<file path="src/rtl/memory_access_arbiter_pkg.sv">
// mem_arb_pkg: shared types and memory-bus encodings for memory_access_arbiter.
// Rev 1.0
`default_nettype none

package mem_arb_pkg;

   typedef enum logic [1:0] {
      IDLE   = 2'd0,
      ACCESS = 2'd1,
      RESP   = 2'd2
   } state_t;

   typedef enum logic {
      OWN_FETCH = 1'b0,
      OWN_DATA  = 1'b1
   } owner_t;

   localparam logic [1:0] MEM_READ  = 2'b00;
   localparam logic [1:0] MEM_WRITE = 2'b01;
   localparam logic [1:0] MEM_HIZ   = 2'b10;

   // Under contention the requester not served last wins.
   function automatic owner_t pick_owner(input logic fetch_req, input logic data_req,
                                         input owner_t last_served);
      if (fetch_req && data_req)
         return (last_served == OWN_FETCH) ? OWN_DATA : OWN_FETCH;
      else if (data_req)
         return OWN_DATA;
      else
         return OWN_FETCH;
   endfunction

endpackage

`default_nettype wire

</file>
<file path="src/rtl/memory_access_arbiter_if.sv">
// memory_access_arbiter_if: requester (fetch/data) and memory-port signals of the arbiter.
// Rev 1.0
`default_nettype none

interface memory_access_arbiter_if #(
   parameter int ADDR_W = 32,
   parameter int DATA_W = 32
) ();
   logic              Fetch_Req;
   logic [ADDR_W-1:0] Fetch_Address;
   logic              Fetch_Done;
   logic [DATA_W-1:0] Fetch_Data;
   logic              Data_Req;
   logic              Data_Write;
   logic [ADDR_W-1:0] Data_Address;
   logic [DATA_W-1:0] Data_Wdata;
   logic              Data_Done;
   logic [DATA_W-1:0] Data_Rdata;
   logic              Access_Error;
   logic              Busy;
   logic [ADDR_W-1:0] MEM_Address;
   logic [DATA_W-1:0] MEM_Data_In;
   logic [1:0]        MEM_r_w_z_z;
   logic [DATA_W-1:0] MEM_Data_Out;
   logic              MEM_MFC;
   logic              MEM_ERROR;

   modport slave (
      input  Fetch_Req, Fetch_Address, Data_Req, Data_Write, Data_Address, Data_Wdata,
             MEM_Data_Out, MEM_MFC, MEM_ERROR,
      output Fetch_Done, Fetch_Data, Data_Done, Data_Rdata, Access_Error, Busy,
             MEM_Address, MEM_Data_In, MEM_r_w_z_z
   );

   modport master (
      output Fetch_Req, Fetch_Address, Data_Req, Data_Write, Data_Address, Data_Wdata,
             MEM_Data_Out, MEM_MFC, MEM_ERROR,
      input  Fetch_Done, Fetch_Data, Data_Done, Data_Rdata, Access_Error, Busy,
             MEM_Address, MEM_Data_In, MEM_r_w_z_z
   );
endinterface

`default_nettype wire

</file>
<file path="src/rtl/memory_access_arbiter_watchdog.sv">
// mem_arb_watchdog: counts ACCESS cycles, flags expiry at TIMEOUT (built only with MEM_ARB_TIMEOUT_EN).
// Rev 1.0
`default_nettype none

`ifdef MEM_ARB_TIMEOUT_EN
module mem_arb_watchdog #(
   parameter int TIMEOUT = 16
) (
   input  logic clk,
   input  logic rst_n,
   input  logic clear,
   input  logic count_en,
   output logic expired
);
   logic [7:0] count;

   always_ff @(posedge clk or negedge rst_n) begin
      if (!rst_n)
         count <= 8'd0;
      else if (clear)
         count <= 8'd0;
      else if (count_en)
         count <= count + 8'd1;
   end

   // count holds the number of completed ACCESS cycles, so expiry is seen during the TIMEOUT-th one.
   assign expired = count_en && (count == 8'(TIMEOUT - 1));
endmodule
`endif

`default_nettype wire

</file>
<file path="src/rtl/memory_access_arbiter.sv">
// memory_access_arbiter: round-robin sharing of one MFC-handshake memory port between fetch and data access.
// Optional access watchdog enabled by defining MEM_ARB_TIMEOUT_EN.  Rev 1.0
`default_nettype none

module memory_access_arbiter
   import mem_arb_pkg::*;
#(
   parameter int ADDR_W  = 32,
   parameter int DATA_W  = 32,
   parameter int TIMEOUT = 16
) (
   input logic                    Clock,
   input logic                    Reset_n,
   memory_access_arbiter_if.slave bus
);
   state_t            state,        state_next;
   owner_t            owner,        owner_next;
   owner_t            last_served,  last_served_next;
   owner_t            grant;
   logic              fetch_done,   fetch_done_next;
   logic              data_done,    data_done_next;
   logic              access_error, access_error_next;
   logic [DATA_W-1:0] fetch_data,   fetch_data_next;
   logic [DATA_W-1:0] data_rdata,   data_rdata_next;
   logic [ADDR_W-1:0] mem_address,  mem_address_next;
   logic [DATA_W-1:0] mem_data_in,  mem_data_in_next;
   logic [1:0]        mem_rwzz,     mem_rwzz_next;
   logic              timeout_hit;

   if (TIMEOUT < 2 || TIMEOUT > 255) begin : g_timeout_range
      $error("memory_access_arbiter: TIMEOUT must be within 2..255");
   end

`ifdef MEM_ARB_TIMEOUT_EN
   mem_arb_watchdog #(.TIMEOUT(TIMEOUT)) u_watchdog (
      .clk      (Clock),
      .rst_n    (Reset_n),
      .clear    (state != ACCESS),
      .count_en (state == ACCESS),
      .expired  (timeout_hit)
   );
`else
   assign timeout_hit = 1'b0;
`endif

   always_ff @(posedge Clock or negedge Reset_n) begin
      if (!Reset_n) begin
         state        <= IDLE;
         owner        <= OWN_FETCH;
         last_served  <= OWN_DATA;
         fetch_done   <= 1'b0;
         data_done    <= 1'b0;
         access_error <= 1'b0;
         fetch_data   <= '0;
         data_rdata   <= '0;
         mem_address  <= '0;
         mem_data_in  <= '0;
         mem_rwzz     <= MEM_HIZ;
      end else begin
         state        <= state_next;
         owner        <= owner_next;
         last_served  <= last_served_next;
         fetch_done   <= fetch_done_next;
         data_done    <= data_done_next;
         access_error <= access_error_next;
         fetch_data   <= fetch_data_next;
         data_rdata   <= data_rdata_next;
         mem_address  <= mem_address_next;
         mem_data_in  <= mem_data_in_next;
         mem_rwzz     <= mem_rwzz_next;
      end
   end

   always_comb begin
      state_next        = state;
      owner_next        = owner;
      last_served_next  = last_served;
      fetch_done_next   = 1'b0;
      data_done_next    = 1'b0;
      access_error_next = 1'b0;
      fetch_data_next   = fetch_data;
      data_rdata_next   = data_rdata;
      mem_address_next  = mem_address;
      mem_data_in_next  = mem_data_in;
      mem_rwzz_next     = mem_rwzz;
      grant             = pick_owner(bus.Fetch_Req, bus.Data_Req, last_served);

      case (state)
         IDLE: begin
            if (bus.Fetch_Req || bus.Data_Req) begin
               state_next       = ACCESS;
               owner_next       = grant;
               last_served_next = grant;
               if (grant == OWN_DATA) begin
                  mem_address_next = bus.Data_Address;
                  mem_data_in_next = bus.Data_Wdata;
                  mem_rwzz_next    = bus.Data_Write ? MEM_WRITE : MEM_READ;
               end else begin
                  mem_address_next = bus.Fetch_Address;
                  mem_data_in_next = '0;
                  mem_rwzz_next    = MEM_READ;
               end
            end
         end
         ACCESS: begin
            // An MFC landing on the watchdog expiry edge still counts as a normal completion.
            if (bus.MEM_ERROR || (timeout_hit && !bus.MEM_MFC)) begin
               state_next        = RESP;
               mem_rwzz_next     = MEM_HIZ;
               access_error_next = 1'b1;
               fetch_done_next   = (owner == OWN_FETCH);
               data_done_next    = (owner == OWN_DATA);
               if (mem_rwzz == MEM_READ) begin
                  if (owner == OWN_FETCH) fetch_data_next = '0;
                  else                    data_rdata_next = '0;
               end
            end else if (bus.MEM_MFC) begin
               state_next      = RESP;
               mem_rwzz_next   = MEM_HIZ;
               fetch_done_next = (owner == OWN_FETCH);
               data_done_next  = (owner == OWN_DATA);
               if (mem_rwzz == MEM_READ) begin
                  if (owner == OWN_FETCH) fetch_data_next = bus.MEM_Data_Out;
                  else                    data_rdata_next = bus.MEM_Data_Out;
               end
            end
         end
         RESP:    state_next = IDLE;
         default: begin
            state_next    = IDLE;
            mem_rwzz_next = MEM_HIZ;
         end
      endcase
   end

   assign bus.Fetch_Done   = fetch_done;
   assign bus.Fetch_Data   = fetch_data;
   assign bus.Data_Done    = data_done;
   assign bus.Data_Rdata   = data_rdata;
   assign bus.Access_Error = access_error;
   assign bus.Busy         = (state != IDLE);
   assign bus.MEM_Address  = mem_address;
   assign bus.MEM_Data_In  = mem_data_in;
   assign bus.MEM_r_w_z_z  = mem_rwzz;
endmodule

`default_nettype wire

</file>
<file path="src/flat_wrapper.sv">
// flat-port wrapper written by rule: the top's interface ports become plain ports
module memory_access_arbiter_flat import mem_arb_pkg::*;
#(
   parameter int ADDR_W  = 32,
   parameter int DATA_W  = 32,
   parameter int TIMEOUT = 16
)
  (Clock, Reset_n, bus_Fetch_Req, bus_Fetch_Address, bus_Data_Req, bus_Data_Write, bus_Data_Address, bus_Data_Wdata, bus_MEM_Data_Out, bus_MEM_MFC, bus_MEM_ERROR, bus_Fetch_Done, bus_Fetch_Data, bus_Data_Done, bus_Data_Rdata, bus_Access_Error, bus_Busy, bus_MEM_Address, bus_MEM_Data_In, bus_MEM_r_w_z_z);
  memory_access_arbiter_if #(.ADDR_W(ADDR_W), .DATA_W(DATA_W)) bus_i ();
  input logic Clock;
  input logic Reset_n;
  input wire logic [$bits(bus_i.Fetch_Req)-1:0] bus_Fetch_Req;
  input wire logic [$bits(bus_i.Fetch_Address)-1:0] bus_Fetch_Address;
  input wire logic [$bits(bus_i.Data_Req)-1:0] bus_Data_Req;
  input wire logic [$bits(bus_i.Data_Write)-1:0] bus_Data_Write;
  input wire logic [$bits(bus_i.Data_Address)-1:0] bus_Data_Address;
  input wire logic [$bits(bus_i.Data_Wdata)-1:0] bus_Data_Wdata;
  input wire logic [$bits(bus_i.MEM_Data_Out)-1:0] bus_MEM_Data_Out;
  input wire logic [$bits(bus_i.MEM_MFC)-1:0] bus_MEM_MFC;
  input wire logic [$bits(bus_i.MEM_ERROR)-1:0] bus_MEM_ERROR;
  output wire logic [$bits(bus_i.Fetch_Done)-1:0] bus_Fetch_Done;
  output wire logic [$bits(bus_i.Fetch_Data)-1:0] bus_Fetch_Data;
  output wire logic [$bits(bus_i.Data_Done)-1:0] bus_Data_Done;
  output wire logic [$bits(bus_i.Data_Rdata)-1:0] bus_Data_Rdata;
  output wire logic [$bits(bus_i.Access_Error)-1:0] bus_Access_Error;
  output wire logic [$bits(bus_i.Busy)-1:0] bus_Busy;
  output wire logic [$bits(bus_i.MEM_Address)-1:0] bus_MEM_Address;
  output wire logic [$bits(bus_i.MEM_Data_In)-1:0] bus_MEM_Data_In;
  output wire logic [$bits(bus_i.MEM_r_w_z_z)-1:0] bus_MEM_r_w_z_z;
  assign bus_i.Fetch_Req = bus_Fetch_Req;
  assign bus_i.Fetch_Address = bus_Fetch_Address;
  assign bus_i.Data_Req = bus_Data_Req;
  assign bus_i.Data_Write = bus_Data_Write;
  assign bus_i.Data_Address = bus_Data_Address;
  assign bus_i.Data_Wdata = bus_Data_Wdata;
  assign bus_i.MEM_Data_Out = bus_MEM_Data_Out;
  assign bus_i.MEM_MFC = bus_MEM_MFC;
  assign bus_i.MEM_ERROR = bus_MEM_ERROR;
  assign bus_Fetch_Done = bus_i.Fetch_Done;
  assign bus_Fetch_Data = bus_i.Fetch_Data;
  assign bus_Data_Done = bus_i.Data_Done;
  assign bus_Data_Rdata = bus_i.Data_Rdata;
  assign bus_Access_Error = bus_i.Access_Error;
  assign bus_Busy = bus_i.Busy;
  assign bus_MEM_Address = bus_i.MEM_Address;
  assign bus_MEM_Data_In = bus_i.MEM_Data_In;
  assign bus_MEM_r_w_z_z = bus_i.MEM_r_w_z_z;
  memory_access_arbiter #(.ADDR_W(ADDR_W), .DATA_W(DATA_W), .TIMEOUT(TIMEOUT)) u_core (.Clock(Clock), .Reset_n(Reset_n), .bus(bus_i));
endmodule
</file>
<file path="config.mk">
export PLATFORM = sky130hd
export DESIGN_NAME = memory_access_arbiter_flat
export DESIGN_NICKNAME = d
export VERILOG_FILES = /design/src/rtl/memory_access_arbiter_pkg.sv /design/src/rtl/memory_access_arbiter_if.sv /design/src/rtl/memory_access_arbiter_watchdog.sv /design/src/rtl/memory_access_arbiter.sv /design/src/flat_wrapper.sv
export SDC_FILE = /design/constraint.sdc
export NUM_CORES = 1
export LEC_CHECK = 0
export BUFFER_PORTS_ARGS = -buffer_cell sky130_fd_sc_hd__buf_2
export CORE_MARGIN = 2
export CORE_UTILIZATION = 38
export CTS_CLUSTER_DIAMETER = 80
export DETAILED_ROUTE_END_ITERATION = 8
export PLACE_DENSITY = 0.72
export SLEW_MARGIN = 20
export SYNTH_ARGS = -nofsm -noshare
export SYNTH_HDL_FRONTEND = slang
export SYNTH_SLANG_ARGS = --single-unit
</file>
<file path="constraint.sdc">
create_clock -name Clock -period 3.1 [get_ports Clock]
set_input_delay 0.155 -clock Clock [delete_from_list [all_inputs] [get_ports Clock]]
set_output_delay 0.155 -clock Clock [all_outputs]
set_load 0.005 [all_outputs]
</file>
==> results of run 1 <==
-- cell families after synthesis --
| group | Yosys count | share of synthesized area, % |
|---|---|---|
| flops | 137 | 60.74 |
| mux | 128 | 25.52 |
| simple gates | 43 | 4.984 |
| compound gates | 40 | 6.070 |
| buf+inv | 25 | 2.680 |
-- worst min path at each step --
stage                                  to            startpoint  cells after the start
6_report        u_core.bus.MEM_Address[6]   bus_Data_Address[6]                      3
3_3_place_gp   u_core.bus.MEM_Data_In[10]               Reset_n                      1
5_1_grt        u_core.bus.MEM_Address[17]  bus_Data_Address[17]                      3
4_1_cts        u_core.bus.MEM_Address[17]  bus_Data_Address[17]                      3
3_5_place_dp   u_core.bus.MEM_Data_In[13]               Reset_n                      1
2_1_floorplan     u_core.bus.Access_Error               Reset_n                      0
-- power groups by stage --
stage          registers, W  logic, W  clock network, W
6_report            0.00302   0.00256           0.00198
5_1_grt             0.00312   0.00279           0.00212
4_1_cts             0.00302   0.00260           0.00203
3_5_place_dp        0.00304   0.00256                 0
3_3_place_gp        0.00300   0.00248                 0
2_1_floorplan       0.00308   0.00130                 0
-- cells in the mapped netlist (all sizes together) (2+ instances only) --
| cell | instances | share of area (%) |
|---|---|---|
| dfstp | 2 | 0.93 |
| nor2 | 2 | 0.18 |
| clkbuf | 5 | 0.33 |
| buf | 19 | 2.3 |
| or2 | 2 | 0.22 |
| and2 | 2 | 0.22 |
| dfrtp | 135 | 60 |
| mux2 | 128 | 26 |
| a22o | 32 | 5.0 |
| nor2b | 34 | 3.8 |
| o21ai | 2 | 0.18 |
| a21o | 2 | 0.27 |
| a21bo | 2 | 0.35 |
-- area by class of cell --
cell class	count	area [um2]
fill	1212	6444
sequential	137	3431
tap	184	230.2
inverter	1	3.754
clock inverter	8	96.34
clock buffer	24	491.7
timing repair buffer	310	1760
multi-input combinational	211	2077
-- metal layers --
layer	GRT usage, %	routed length [um]	vias up
met5	0	0	-
met4	9.244	478	0
met3	6.415	1232	42
met2	30.14	7075	221
met1	21.10	5688	2039
li1	-	-	1941
-- flip-flops by register name (all words and copies together), names as in the netlist --
name,count
u_core.bus.Fetch_Done,1
u_core.bus.Data_Done,1
u_core.bus.Data_Rdata,32
u_core.bus.Access_Error,1
u_core.bus.MEM_r_w_z_z,2
u_core.bus.MEM_Data_In,32
u_core.owner,1
u_core.bus.Fetch_Data,32
u_core.state,2
u_core.bus.MEM_Address,32
u_core.last_served,1
-- through the flow --
| step | total power [W] | instances | hold slack, ps | setup slack [ps] |
|---|---|---|---|---|
| finish | 0.007561 | 875 | 89.65 | 1011 |
| global route | 0.008026 | 875 | 68.45 | 790.5 |
| CTS | 0.007653 | 875 | 67.51 | 941.9 |
| detailed placement | 0.005600 | 809 | 204.3 | 954.1 |
| global placement | 0.005482 | 809 | 191.1 | 1065 |
| floorplan | 0.004375 | 373 | -140.6 | 1504 |
-- worst max-delay path, stage by stage (launching register included) --
cell and delay (ps):
dfrtp_1 380, nor2b_1 340, nand4_2 560, buf_4 390
mux2_2 290
==> out/results.ini, run 1 <==
[run_status]
status = completed

[routing]
drt_iter0_markers = 175
via_per_inst = 4.849
wl_um = 14480
ant_nets = 0
wire_per_inst_um = 16.54
vias = 4243
route.detailed.drc = 0
detail_route.first_pass.iterations = 4

[worst_hold_path]
hold_path.class = input port to flop

[setup_path]
rr_startpoint = u_core.state[1]
crit_start = u_core.state[1]
crit_end = u_core.bus.Data_Rdata[15]
startpoint_type = flop
end_kind = flop
worst_ep_arrival_time_ps = 2380
critical_path_required_ps = 3390
cp_max_fo = 16
r2r_slack_ps = 1010
r2r_end = u_core.bus.Data_Rdata[15]
crit_type = flop to flop
rr_worst_depth = 4

[final_layout]
area_delta_synth_final_pct = 43.24
mostFrequentLayoutCells = 267 x buf_2, 135 x dfrtp_1, 98 x mux2_2
final_util_pct = 55.66
antennaDiodeCount = 0
design_area_um2 = 8090
num-nets-final = 813
layout_commonest_cell = buf_2
drive_gt1_share_pct = 59.48

[logic_synthesis]
avgSynthCellArea_um2 = 15.14
synth.distinct_cells = 25
synthFlopType = dfrtp_1
syn_inst = 373
synth_nets = 508
yosysSeqAreaShare_pct = 60.74
async_flop_share_pct = 100.0
ys_ff_latch = 137
netlist_area_um2 = 5648
yosysWarningCount = 0
synth_edf_count = 0

[clock_tree]
clockBufferDepth = 2
cts_buffers = 17
cts_sinks = 137
clk_pin_slew_ps = 60
clock_latency_ps = 410
cts_max_level = 4
cts_tree = built
ctsHoldBuffers = 34
postCtsSetupBuffers = 0
ctsResizeCount = 0
clockRootBuffer = clkbuf_16

[die]
die_area_um2 = 15850
io_pins = 269
rows = 44
die_x_um = 125.9
die_h_um = 125.9
initial_core_util_pct = 38.86
core_area_um2 = 14530

[timing]
clock_skew_ps = 15.36
rsz0062_at_grt = false
fin_tns_setup_ps = 0
slew-limit-headroom_pct = 37.62
setup_viol = 0
drv_slew = 0
timing.fmax_mhz = 478.7
timing.final.crit_share_pct = 67.39
worst_slew_pin_slew_ps = 933.2
period_needed_ps = 2089
hold_violations = 0

[global_route]
grt_pass1_vias = 4565
grt_overflow_total = 0
antenna_found_initial = 0
grtUsageTotal_pct = 18.26
grt_pass1_wl_um = 22780
grt_max_degree = 73

[placement]
placed_cell_area_um2 = 7162
gp_congestion = 0.7575
place_hpwl_um = 10210
io_buffers = 268

[power]
power.density_nw_per_um2 = 934.6
comb_power_share_pct = 33.9
cellInternalPower_w = 0.005340
p_seq_share_pct = 40.0
peakVddDrop_mv = 0.4305
p_clk_share_pct = 26.2
p_sw_w = 0.002221
leakagePower_nw = 4.214
p_sw_share_pct = 29.37

[job]
drv_cap = 0

(Power assumes the default switching activity.)
==> run 2: changes to the inputs <==
--- a/config.mk
+++ b/config.mk
@@ -5,12 +5,13 @@
 export SDC_FILE = /design/constraint.sdc
 export NUM_CORES = 1
 export LEC_CHECK = 0
+export ABC_AREA = 1
 export BUFFER_PORTS_ARGS = -buffer_cell sky130_fd_sc_hd__buf_2
 export CORE_MARGIN = 2
 export CORE_UTILIZATION = 38
 export CTS_CLUSTER_DIAMETER = 80
 export DETAILED_ROUTE_END_ITERATION = 8
-export PLACE_DENSITY = 0.72
+export PLACE_DENSITY = 0.73
 export SLEW_MARGIN = 20
 export SYNTH_ARGS = -nofsm -noshare
 export SYNTH_HDL_FRONTEND = slang
==> constraint.sdc (replaced) <==
create_clock -name Clock -period 1.8 [get_ports Clock]
set_input_delay 0.09 -clock Clock [delete_from_list [all_inputs] [get_ports Clock]]
set_output_delay 0.09 -clock Clock [all_outputs]
set_load 0.005 [all_outputs]
==> out/results.ini, run 2 <==
[run_status]
status = completed

[die]
rows = 46  ; +4.5%
initial_core_util_pct = 39.15  ; +0.29 points
die_area_um2 = 17530  ; +11%
die_x_um = 132.4  ; +5.2%
core_area_um2 = 16000  ; +10%
die_h_um = 132.4  ; +5.2%
io_pins = 269  ; unchanged

[setup_path]
startpoint_type = flop
cp_max_fo = 32  ; +16
critical_path_required_ps = 2150  ; -1240 ps
worst_ep_arrival_time_ps = 1840  ; -540 ps
critPathSlowestCell = dfrtp_1
crit_chain = inv_1 -> nand2_4 -> nor2_4 -> buf_4 -> nand3_1 -> nand2_1
end_kind = flop
crit_path_max_incr_delay_ps = 400  ; -160 ps
critPathBufInv = 2  ; +1
critPathTopFamily = simple AND/OR/NAND/NOR gates
crit_type = flop to flop

[timing]
fin_tns_setup_ps = 0  ; unchanged
fin_ws_ps = 312.9  ; -698.1 ps
hold_violations = 0  ; unchanged
setup_viol = 0  ; unchanged
timing.final.crit_share_pct = 82.62  ; +15 points
slew-limit-headroom_pct = 49.81  ; +12 points
rsz0062_at_grt = false
worst_slew_pin_slew_ps = 750.0  ; -183.2 ps
clock_skew_ps = 12.71  ; -2.652 ps
timing.fmax_mhz = 672.4  ; +40%
period_needed_ps = 1487  ; -601.9 ps
drv_slew = 0  ; unchanged

[routing]
wl_um = 20780  ; +44%
drt_iter0_markers = 439  ; +150%
via_per_inst = 4.898  ; +1.0%
wire_per_inst_um = 15.42  ; -6.8%
detail_route.first_pass.iterations = 6  ; +2
route.detailed.drc = 0  ; unchanged
vias = 6603  ; +56%
ant_nets = 0  ; unchanged

[final_layout]
final_cells = 1348  ; +54%
register_area_um2 = 3431  ; unchanged
design_area_um2 = 9283  ; +15%
area_delta_synth_final_pct = 48.17
n_fill_cell = 1437  ; +19%
mostFrequentLayoutCells = 296 x nand2_1, 267 x buf_2, 135 x dfrtp_1
drive_gt1_share_pct = 29.29  ; -30 points
multi_input_area_um2 = 2280  ; +9.8%
layout_commonest_cell = nand2_1
num-nets-final = 1253  ; +54%

[clock_tree]
clk_pin_slew_ps = 60  ; about the same
cts_buffers = 17  ; unchanged
clock_latency_ps = 420  ; about the same
postCtsSetupBuffers = 0  ; unchanged
cts_sinks = 137  ; unchanged
cts_tree = built
clockRootBuffer = clkbuf_16
clockBufferDepth = 2  ; unchanged
cts_max_level = 4  ; unchanged

[logic_synthesis]
yosys.area.top_type_share_pct = 53.92  ; -5.9 points
yosysMostFrequentCell = nand2_1
yosysTopAreaCell = dfrtp_1
synth.distinct_cells = 20  ; -20%
avgSynthCellArea_um2 = 8.168  ; -46%
synth_edf_count = 0  ; unchanged
synth_common_cells = 296 x nand2_1, 135 x dfrtp_1, 130 x nand3_1
yosysWarningCount = 0  ; unchanged
netlist_area_um2 = 6265  ; +11%
ys_ff_latch = 137  ; unchanged
synth_area_leaders = dfrtp_1 54%, nand2_1 18%, nand3_1 10%, inv_1 4.1%, nand3b_1 3.8%
async_flop_share_pct = 100.0  ; unchanged
synthFlopType = dfrtp_1
synth_nets = 902  ; +78%
syn_inst = 767  ; +110%
yosysSeqAreaShare_pct = 54.76  ; -6.0 points

[power]
peakVddDrop_mv = 0.7106  ; +65%
power_w = 0.01426  ; +89%
p_sw_w = 0.005433  ; +140%
leakagePower_nw = 5.412  ; +28%
p_clk_share_pct = 22.5  ; -3.7 points
cellInternalPower_w = 0.008826  ; +65%
comb_power_share_pct = 39.3  ; +5.4 points
power.density_nw_per_um2 = 1536  ; +64%
p_sw_share_pct = 38.10  ; +8.7 points
p_seq_share_pct = 38.2  ; -1.8 points

[global_route]
grtUsageTotal_pct = 23.69  ; +5.4 points
grt_pass1_wl_um = 33040  ; +45%
antenna_found_initial = 2  ; +2
grt_pass1_vias = 6506  ; +43%
grt_max_degree = 49  ; -33%
grt_overflow_total = 0  ; unchanged

[placement]
io_buffers = 268  ; unchanged
gp_congestion = 0.8501  ; +12%
dp_slack_ps = 312.2  ; -641.9 ps
post-place-cells = 1221  ; +51%
place_hpwl_um = 12870  ; +26%
placed_cell_area_um2 = 7796  ; +8.9%

[job]
drv_cap = 0  ; unchanged

[worst_hold_path]
hold_path.class = input port to flop

[run 2: cell types whose count changed in the layout (fill, tap and decap cells not counted), moves of 30 or more]
cell           previous run  this run
inv_1                     1        69
a22o_1                   32         0
mux2_2                   98         0
nand3b_1                  0        32
mux2_1                   30         0
nor2b_1                  34         0
nor2_1                    1        36
nand3_1                   0       130
dlygate4sd3_1            34        94
nand2_1                   0       296
[run 2: cell families after synthesis]
kind of cell | after synthesis | synth area share [%]
flops | 137 | 54.76
compound gates | 4 | 0.4195
simple gates | 506 | 35.85
buf+inv | 120 | 8.967
[run 2: final timing paths]
path	slack, ps	end	depth (start not counted)	startpoint
min	20	u_core.bus.Data_Rdata[26]	5	bus_MEM_Data_Out[26]
min reg2reg	470	u_core.bus.Data_Rdata[19]	2	u_core.bus.Data_Rdata[19]
min in group asynchronous	160	u_core.bus.Data_Rdata[13]	2	Reset_n
max	310	u_core.bus.Data_Rdata[23]	6	u_core.state[1]
max reg2reg	310	u_core.bus.Data_Rdata[23]	6	u_core.state[1]
max in group asynchronous	990	u_core.bus.MEM_Address[12]	3	Reset_n
[run 2: area by class of cell]
class                   count  area share, %
diodes                      2        0.05392
clock buffers              23          5.041
clock inverters             8         0.7818
inverters                  72          2.911
multi-input cells         510          24.56
flip-flops and latches    137          36.96
well taps                 216          2.911
repair buffers            380          26.78
[run 2: metrics by stage]
stage,utilization (%),hold slack [ps]
final,58.02,16.60
after global routing,58.02,23.26
after CTS,57.98,0.2241
after detailed placement,48.73,50.72
after global placement,48.73,45.11
after floorplan,-,-205.6
[run 2: repair_timing]
item,in CTS,in global routing
hold buffers,94,0
hold endpoints to repair,115,0
resized for setup,0,0
[run 2: power by group through the flow]
stage / sequential (W) / clock, W / combinational [W]
2_1_floorplan: 0.00550 / 0 / 0.00277
3_3_place_gp: 0.00543 / 0 / 0.00531
3_5_place_dp: 0.00541 / 0 / 0.00545
4_1_cts: 0.00541 / 0.00328 / 0.00560
5_1_grt: 0.00559 / 0.00342 / 0.00625
6_report: 0.00544 / 0.00321 / 0.00561
[run 2: layer usage]
layer	vias up	GRT usage (%)	part of all wire (%)
met1	3104	29.18	40
met3	83	5.729	6.6
met2	336	37.25	48
met4	0	15.29	5.5
li1	3080	-	-
met5	-	0	0
[run 2: worst reg2reg max path: cells and delay by family (launching register included)]
kind,cells,cell delay [ps]
buf+inv,2,500
flops,1,400
simple gates,4,530
==> run 3: changes to the inputs <==
--- a/config.mk
+++ b/config.mk
@@ -11,7 +11,7 @@
 export CORE_UTILIZATION = 38
 export CTS_CLUSTER_DIAMETER = 80
 export DETAILED_ROUTE_END_ITERATION = 8
-export PLACE_DENSITY = 0.73
+export PLACE_DENSITY = 0.7
 export SLEW_MARGIN = 20
 export SYNTH_ARGS = -nofsm -noshare
 export SYNTH_HDL_FRONTEND = slang
==> constraint.sdc (replaced) <==
create_clock -name Clock -period 1.5 [get_ports Clock]
set_input_delay 0.075 -clock Clock [delete_from_list [all_inputs] [get_ports Clock]]
set_output_delay 0.075 -clock Clock [all_outputs]
set_load 0.005 [all_outputs]
==> out/results.ini, run 3 (synthesis gave the netlist of run 2 again) <==
[final_layout]
layout_commonest_cell = nand2_1
drive_gt1_share_pct = 29.01  ; -0.29 points
num-nets-final = 1270  ; +1.4%
area_delta_synth_final_pct = 53.59
mostFrequentLayoutCells = 296 x nand2_1, 267 x buf_2, 135 x dfrtp_1

[run_status]
status = completed

[setup_path]
critPathTopFamily = simple AND/OR/NAND/NOR gates
cp.depth = 5  ; -1
critPathBufInv = 1  ; -1
cp_max_fo = 34  ; +6.3%
crit_type = flop to flop
r2r_slack_ps = 130  ; -180 ps
critical_path_required_ps = 1840  ; -310 ps
critPathSlowestCell = inv_2
crit_start = u_core.last_served
crit_end = u_core.bus.MEM_Data_In[21]
r2r_end = u_core.bus.MEM_Data_In[21]
crit_chain = nand2_2 -> nand2_2 -> inv_2 -> nand3_1 -> nand2_1
startpoint_type = flop
end_kind = flop
crit_path_max_incr_delay_ps = 440  ; +40 ps
cpMostUsedCell = nand2_2
worst_ep_arrival_time_ps = 1700  ; -140 ps
rr_startpoint = u_core.last_served
rr_worst_depth = 5  ; -1

[die]
core_area_um2 = 16000  ; unchanged
die_x_um = 132.4  ; unchanged
initial_core_util_pct = 39.15  ; unchanged
rows = 46  ; unchanged
die_h_um = 132.4  ; unchanged
die_area_um2 = 17530  ; unchanged
io_pins = 269  ; unchanged

[timing]
timing.final.crit_share_pct = 91.08  ; +8.5 points
timing.fmax_mhz = 731.9  ; +8.8%
worst_slew_pin_slew_ps = 577.2  ; -172.8 ps
rsz0062_at_grt = false
drv_slew = 0  ; unchanged
fin_tns_setup_ps = 0  ; unchanged
hold_violations = 0  ; unchanged
clock_skew_ps = 6.566  ; -6.143 ps
period_needed_ps = 1366  ; -120.9 ps
slew-limit-headroom_pct = 61.47  ; +12 points
setup_viol = 0  ; unchanged

[power]
peakVddDrop_mv = 0.9655  ; +36%
power.density_nw_per_um2 = 1869  ; +22%
power_w = 0.01799  ; +26%
leakagePower_nw = 5.555  ; +2.7%

[job]
drv_cap = 0  ; unchanged

[clock_tree]
cts_buffers = 17  ; unchanged
clock_latency_ps = 410  ; about the same
cts_max_level = 4  ; unchanged
cts_sinks = 137  ; unchanged
ctsResizeCount = 0  ; unchanged
clk_pin_slew_ps = 60  ; about the same
cts_tree = built
postCtsSetupBuffers = 0  ; unchanged
clockBufferDepth = 2  ; unchanged
clockRootBuffer = clkbuf_16

[routing]
drt_iter0_markers = 387  ; -12%
vias = 6547  ; -0.85%
wl_um = 21150  ; +1.8%
via_per_inst = 4.793  ; -2.2%
detail_route.first_pass.iterations = 5  ; -1
route.detailed.drc = 0  ; unchanged
wire_per_inst_um = 15.49  ; +0.45%
ant_nets = 0  ; unchanged

[global_route]
grt_pass1_vias = 6732  ; +3.5%
grtUsageTotal_pct = 24.21  ; +0.53 points
grt_max_degree = 51  ; +4.1%
grt_overflow_total = 0  ; unchanged
grt_pass1_wl_um = 33870  ; +2.5%
antenna_found_initial = 2  ; unchanged

[worst_hold_path]
hold_path.class = input port to flop
hold_depth = 5  ; unchanged

[placement]
place_hpwl_um = 13010  ; +1.1%
gp_congestion = 0.8253  ; -2.9%
io_buffers = 268  ; unchanged

==> run 3: per-layer routing <==
metal	part of all wire, %	track usage, %	vias up
li1	-	-	3117
met1	41	29.78	3053
met2	49	40.01	309
met3	5.9	5.113	68
met4	4.4	12.90	0
met5	0	0	-
==> run 3: worst min path at each step <==
stage,start,end,slack (ps)
global route,bus_MEM_Data_Out[8],u_core.bus.Fetch_Data[8],20
finish,bus_MEM_Data_Out[0],u_core.bus.Data_Rdata[0],10
CTS,bus_MEM_Data_Out[27],u_core.bus.Fetch_Data[27],0.5
floorplan,Reset_n,u_core.bus.Access_Error,-220
global placement,Reset_n,u_core.bus.MEM_Address[7],-40
detailed placement,Reset_n,u_core.bus.MEM_Address[7],-40
==> run 3: final cells by class <==
class	instances	area, um2
Antenna cell	2	5.005
Clock buffer	21	440.4
Clock inverter	11	196.4
Fill cell	1409	6379
Inverter	72	270.3
Multi-Input combinational cell	510	2280
Sequential cell	137	3431
Tap cell	216	270.3
Timing Repair Buffer	397	2729
==> run 3: what timing repair did <==
| item | in CTS | in global routing |
|---|---|---|
| setup endpoints to repair | 0 | 0 |
| hold buffers | 110 | 0 |
| hold endpoints to repair | 226 | 0 |
==> run 3: where the power goes <==
| group | internal, W | switching (W) | total [W] |
|---|---|---|---|
| clock | 0.00296 | 0.00154 | 0.00450 |
| combinational | 0.00294 | 0.00400 | 0.00694 |
| sequential | 0.00549 | 0.00106 | 0.00655 |
| total | 0.0114 | 0.00660 | 0.0180 |
==> run 3: metrics by stage <==
step / util, % / hold slack, ps / area [um2] / worst slack [ps] / cells
3_3_place_gp: 49.24 / -39.59 / 7879 / 193.4 / 1222
5_1_grt: 60.13 / 19.34 / 9622 / 18.49 / 1366
2_1_floorplan: - / -220.6 / 6265 / 246.6 / 767
3_5_place_dp: 49.24 / -38.01 / 7879 / 149.5 / 1222
6_report: 60.13 / 14.59 / 9622 / 133.8 / 1366
4_1_cts: 60.10 / 0.5307 / 9617 / 144.0 / 1364
==> run 3: worst min-delay path, stage by stage <==
cell and delay [ps]:
buf_2 100, inv_1 40, nor2_1 40, nand3_1 70, nand2_1 50
